$ cat config.mk
export PLATFORM = sky130hd
export DESIGN_NAME = if_fetch_buffer
export DESIGN_NICKNAME = d
export VERILOG_FILES = /design/src/rtl/fetch_pkg.sv /design/src/rtl/if_inst_fifo.sv /design/src/rtl/if_fetch_buffer.sv
export SDC_FILE = /design/constraint.sdc
export NUM_CORES = 1
export LEC_CHECK = 0
export BUFFER_PORTS_ARGS = -buffer_cell sky130_fd_sc_hd__clkbuf_2
export CORE_ASPECT_RATIO = 2
export CORE_UTILIZATION = 34
export CTS_BUF_LIST = sky130_fd_sc_hd__clkbuf_16
export DETAILED_ROUTE_END_ITERATION = 6
export SETUP_SLACK_MARGIN = 0.02
export SLEW_MARGIN = 20
export SYNTH_ARGS = -nofsm -noshare
export SYNTH_HDL_FRONTEND = slang
export SYNTH_SLANG_ARGS = --single-unit
$ cat constraint.sdc
create_clock -name i_clk -period 11.3 [get_ports i_clk]
set_input_delay 0.565 -clock i_clk [delete_from_list [all_inputs] [get_ports i_clk]]
set_output_delay 0.565 -clock i_clk [all_outputs]
set_load 0.005 [all_outputs]
$ cat src/rtl/fetch_pkg.sv
// Shared types and constants for the instruction-fetch stage.
package fetch_pkg;

    typedef enum logic [1:0] {
        IDLE  = 2'd0,
        WAIT  = 2'd1,
        DRAIN = 2'd2
    } fetch_state_t;

    localparam logic [1:0] INST_ALIGN_MASK = 2'b11;

endpackage

$ cat src/rtl/if_inst_fifo.sv
// Small synchronous FIFO holding {pc, instruction} pairs for decode.
// Clear wins over push and pop; dout reads as zero while the FIFO is empty.
module if_inst_fifo #(
    parameter int WIDTH = 64,
    parameter int DEPTH = 2
) (
    input  logic                     i_clk,
    input  logic                     i_push,
    input  logic                     i_pop,
    input  logic                     i_clear,
    input  logic [WIDTH-1:0]         i_din,
    output logic [WIDTH-1:0]         o_dout,
    output logic [$clog2(DEPTH):0]   o_count
);

    localparam int AW = $clog2(DEPTH);

    logic [WIDTH-1:0] r_mem [DEPTH];
    logic [AW-1:0]    r_wr_ptr;
    logic [AW-1:0]    r_rd_ptr;
    logic [AW:0]      r_count;

    // Pointers wrap naturally because DEPTH is a power of two.
    always_ff @(posedge i_clk) begin
        if (i_clear) begin
            r_wr_ptr <= '0;
            r_rd_ptr <= '0;
            r_count  <= '0;
        end else begin
            if (i_push)
                r_wr_ptr <= r_wr_ptr + 1'b1;
            if (i_pop)
                r_rd_ptr <= r_rd_ptr + 1'b1;
            case ({i_push, i_pop})
                2'b10:   r_count <= r_count + 1'b1;
                2'b01:   r_count <= r_count - 1'b1;
                default: r_count <= r_count;
            endcase
        end
    end

    always_ff @(posedge i_clk) begin
        if (i_push && !i_clear)
            r_mem[r_wr_ptr] <= i_din;
    end

    assign o_dout  = (r_count != '0) ? r_mem[r_rd_ptr] : '0;
    assign o_count = r_count;

endmodule

$ cat src/rtl/if_fetch_buffer.sv
// Instruction-fetch stage: issues one memory read at a time from the current
// PC, drives the PC load enable and queues returned instructions for decode.
module if_fetch_buffer #(
    parameter int DATA_W = 32,
    parameter int DEPTH  = 2
) (
    input  logic              i_clk,
    input  logic              i_rst,
    input  logic [DATA_W-1:0] i_pc_in,
    output logic              o_pc_ena,
    input  logic              i_flush,
    output logic              o_imem_req,
    output logic [DATA_W-1:0] o_imem_addr,
    input  logic              i_imem_rvalid,
    input  logic [DATA_W-1:0] i_imem_rdata,
    output logic              o_inst_valid,
    input  logic              i_inst_ready,
    output logic [DATA_W-1:0] o_inst_out,
    output logic [DATA_W-1:0] o_inst_pc,
    output logic              o_misalign
);

    import fetch_pkg::*;

    localparam int CW = $clog2(DEPTH) + 1;

    fetch_state_t        r_state;
    logic [DATA_W-1:0]   r_req_pc;
    logic                r_misalign;

    logic [CW-1:0]       w_count;
    logic [2*DATA_W-1:0] w_dout;
    logic                w_aligned;
    logic                w_try_issue;
    logic                w_issue;
    logic                w_push;
    logic                w_pop;
    logic                w_clear;

    // Issuing only from IDLE with a free slot reserves room for the response.
    assign w_aligned   = (i_pc_in[1:0] & INST_ALIGN_MASK) == 2'b00;
    assign w_try_issue = !i_rst && !i_flush && (r_state == IDLE)
                         && (w_count < CW'(DEPTH)) && !r_misalign;
    assign w_issue     = w_try_issue && w_aligned;
    assign w_push      = !i_rst && !i_flush && (r_state == WAIT) && i_imem_rvalid;
    assign w_pop       = o_inst_valid && i_inst_ready;
    assign w_clear     = i_rst || i_flush;

    assign o_imem_req  = w_issue;
    assign o_imem_addr = w_issue ? i_pc_in : '0;
    assign o_pc_ena    = w_issue || (i_flush && !i_rst);
    assign o_misalign  = r_misalign;

    assign o_inst_valid = (w_count != '0);
    assign {o_inst_pc, o_inst_out} = w_dout;

    if_inst_fifo #(
        .WIDTH (2*DATA_W),
        .DEPTH (DEPTH)
    ) u_fifo (
        .i_clk   (i_clk),
        .i_push  (w_push),
        .i_pop   (w_pop),
        .i_clear (w_clear),
        .i_din   ({r_req_pc, i_imem_rdata}),
        .o_dout  (w_dout),
        .o_count (w_count)
    );

    // A response arriving together with a flush is dropped and ends the wait.
    always_ff @(posedge i_clk) begin
        if (i_rst) begin
            r_state    <= IDLE;
            r_req_pc   <= '0;
            r_misalign <= 1'b0;
        end else if (i_flush) begin
            r_misalign <= 1'b0;
            case (r_state)
                WAIT, DRAIN: r_state <= i_imem_rvalid ? IDLE : DRAIN;
                default:     r_state <= IDLE;
            endcase
        end else begin
            case (r_state)
                IDLE: begin
                    if (w_issue) begin
                        r_req_pc <= i_pc_in;
                        r_state  <= WAIT;
                    end else if (w_try_issue) begin
                        r_misalign <= 1'b1;
                    end
                end
                WAIT, DRAIN: begin
                    if (i_imem_rvalid)
                        r_state <= IDLE;
                end
                default: r_state <= IDLE;
            endcase
        end
    end

endmodule

==> run_results.csv <==
group,metric,value,unit
outcome,status,"finished clean",
global_route,first_global_vias,4235,
final_layout,layout-drive-gt1-share,0.406,
cts,tritoncts,"yes",
sta,min_period,2980,ps
cts,cts_root_buf,"clkbuf_16",
power_and_ir_drop,vdd_drop_max,0.0870,mV
yosys,synth_area,0.00651,mm^2
floorplan,fp.dieH,198,um
yosys,synthArstFlopShare,0,
route,ant_nets,0,
global_route,grt_use_met1,0.139,
final_layout,utilization,0.435,
final_layout,final_common_cell,"clkbuf_2",
place,hpwl,9.56,mm
global_route,grt_pass1_wl,21.4,mm
yosys,synthCells,441,
sta,fin_setup_tns,0,ps
sta,finalClockSkew,11.1,ps
cts,cts.sinks,168,
cts,ctsResizeCount,0,
setup_path,startpoint_type,"flip-flop",
sta,setup_viol,0,
route,totalWireLength,14.1,mm
route,drtIter0Drc,101,
setup_path,critPathKind,"reg -> out",
yosys,ys_seq_area_frac,0.713,
route,drc,0,
global_route,busiest_layer,"met2",
power_and_ir_drop,power_leakage,3.24,nW
final_layout,fill_cells,1768,
sta,hold_violations,0,
setup_path,crit_required,10740,ps
sta,worstMarginPinSlew,907,ps
yosys,ys_types,39,
floorplan,die_width,99.8,um
run,drv_cap,0,
yosys,avgSynthCellArea,14.8,um^2
route,num_vias,4085,
final_layout,num_antenna_cells,0,
sta,slew_viol_final,0,
cts,h-tree-depth,4,
route,firstDrtPassIters,4,
floorplan,die-area,0.0197,mm^2
power_and_ir_drop,power,0.00125,W
global_route,gr-total-overflow,0,
final_layout,multi_input_area,0.00168,mm^2
power_and_ir_drop,swShare,0.208,
setup_path,end_kind,"output pin",
yosys,synth_ff_type,"edfxtp_1",
global_route,antenna_found_initial,0,
cts,numCtsBuffers,17,
final_layout,syn2layout_area_growth,25.3,%
cts,post-cts-setup-buffers,0,
floorplan,start_util,0.347,
route,wl_per_cell,16.1,um
sta,whs,332,ps
sta,maxSlewHeadroom,0.395,
power_and_ir_drop,clockPowerShare,0.436,
setup_path,crit_arrival,2420,ps
cts,clkTransAtPathRegs,70,ps
power_and_ir_drop,p_comb_frac,0.030,
cts,insertion_delay,420,ps
power_and_ir_drop,power_frac_seq,0.534,
final_layout,final_net_count,677,
cts,cts_buffer_depth,2,
cts,ctsHoldBuffers,0,
power_and_ir_drop,p_switching,0.000260,W
final_layout,regArea,0.00465,mm^2
hold_path,hold_path.class,"in -> reg",
route,vias_per_cell,4.68,
global_route,met3_usage,0.0282,
floorplan,io_pins,169,
sta,fmax,335,MHz
yosys,ys_ff_latch,168,
setup_path,cp_max_fo,30,
floorplan,core_area,0.0187,mm^2
sta,rsz0062_at_grt,"false",
place,io_buffers,166,
power_and_ir_drop,cellPowerDensity,153,mW/mm^2
power_and_ir_drop,p_int,0.000991,W
sta,post-route-period-util,0.264,
global_route,grt_start_max_net_pins,65,
final_layout,layout_common_cells,"166 x clkbuf_2, 128 x edfxtp_1, 70 x nor2_1, 64 x mux2i_1, 39 x dfxtp_1",
yosys,synth_edf_count,128,
global_route,grt_use_met2,0.289,
global_route,grt_use_total,0.148,
yosys,ys_warn_count,0,
floorplan,rows,71,
place,gp_congestion,0.667,
metal layers:
metal	vias to the layer above	wire length, um
li1	1949	-
met1	2002	5110
met2	110	8050
met3	24	457
met4	0	441
met5	-	0
logic make-up (layout without fill, tap and decap cells):
group | Yosys count | after routing | synth area share
buf+inv | 41 | 217 | 0.0340
flops | 168 | 168 | 0.713
mux | 64 | 64 | 0.0984
xor+xnor | 4 | 4 | 0.00538
compound gates | 44 | 44 | 0.0511
other cells | 1 | 2 | 0.000576
simple gates | 116 | 116 | 0.0913
fa+ha+maj | 3 | 3 | 0.00577
cell type report:
type	count	share of cell area
flip-flops and latches	168	0.570
multi-input cells	233	0.206
repair buffers	172	0.110
clock buffers	19	0.0583
well taps	255	0.0391
clock inverters	13	0.0106
inverters	13	0.00598
synthesized netlist by cell type (2+ instances only):
master,number,share of area
a31o_1,7,0.0094
xor2_1,2,0.0027
buf_4,4,0.0046
inv_1,12,0.0069
and3_1,7,0.0067
o21ai_0,8,0.0062
mux2i_1,64,0.098
clkbuf_1,3,0.0017
a21oi_1,6,0.0046
ha_1,3,0.0058
and3_2,20,0.023
a31o_2,18,0.024
edfxtp_1,128,0.59
clkbuf_2,2,0.0015
buf_2,9,0.0069
dfxtp_1,40,0.12
buf_6,4,0.0069
nand3_1,5,0.0038
nor2_1,73,0.042
o211ai_1,2,0.0023
xnor2_1,2,0.0027
buf_1,5,0.0029
path summary, 6_finish.rpt:
| check | start | endpoint | slack (ps) | depth (start not counted) |
|---|---|---|---|---|
| max | r_state[1] | o_pc_ena | 8320 | 7 |
| min | i_imem_rdata[30] | u_fifo.r_mem[1][30] | 330 | 1 |
| max reg2reg | r_state[1] | r_req_pc[18] | 9130 | 6 |
| min reg2reg | r_req_pc[20] | u_fifo.r_mem[1][52] | 450 | 0 |
stage by stage:
stage,instances,cell area [um^2],worst slack (ps)
2_1_floorplan,442,6510,7260
3_3_place_gp,839,7550,8260
3_5_place_dp,840,7580,8140
4_1_cts,872,8140,7660
5_1_grt,873,8150,8020
6_report,873,8150,8320
power groups by stage:
stage	Clock [W]	Combinational, W	Sequential (W)
5_1_grt	0.000582	0.0000413	0.000668
6_report	0.000545	0.0000370	0.000668
2_1_floorplan	0	0.0000173	0.000681
3_5_place_dp	0	0.0000364	0.000682
3_3_place_gp	0	0.0000347	0.000681
4_1_cts	0.000558	0.0000366	0.000668
registers in the layout, summed over array words and instances, names as in the netlist, named ones only:
| register | cells |
|---|---|
| o_misalign | 1 |
| r_req_pc | 32 |
| r_state | 2 |
| u_fifo.o_count | 2 |
| u_fifo.r_mem | 128 |
| u_fifo.r_rd_ptr | 1 |
| u_fifo.r_wr_ptr | 1 |
critical path, stage by stage (launching register included):
cell and delay (ps):
dfxtp_1 300, inv_1 90, ha_1 240, nor3b_4 370
buf_6 250, nand2_2 390, o21ai_0 200, clkbuf_2 140
Power figures use the tool's default switching activity.
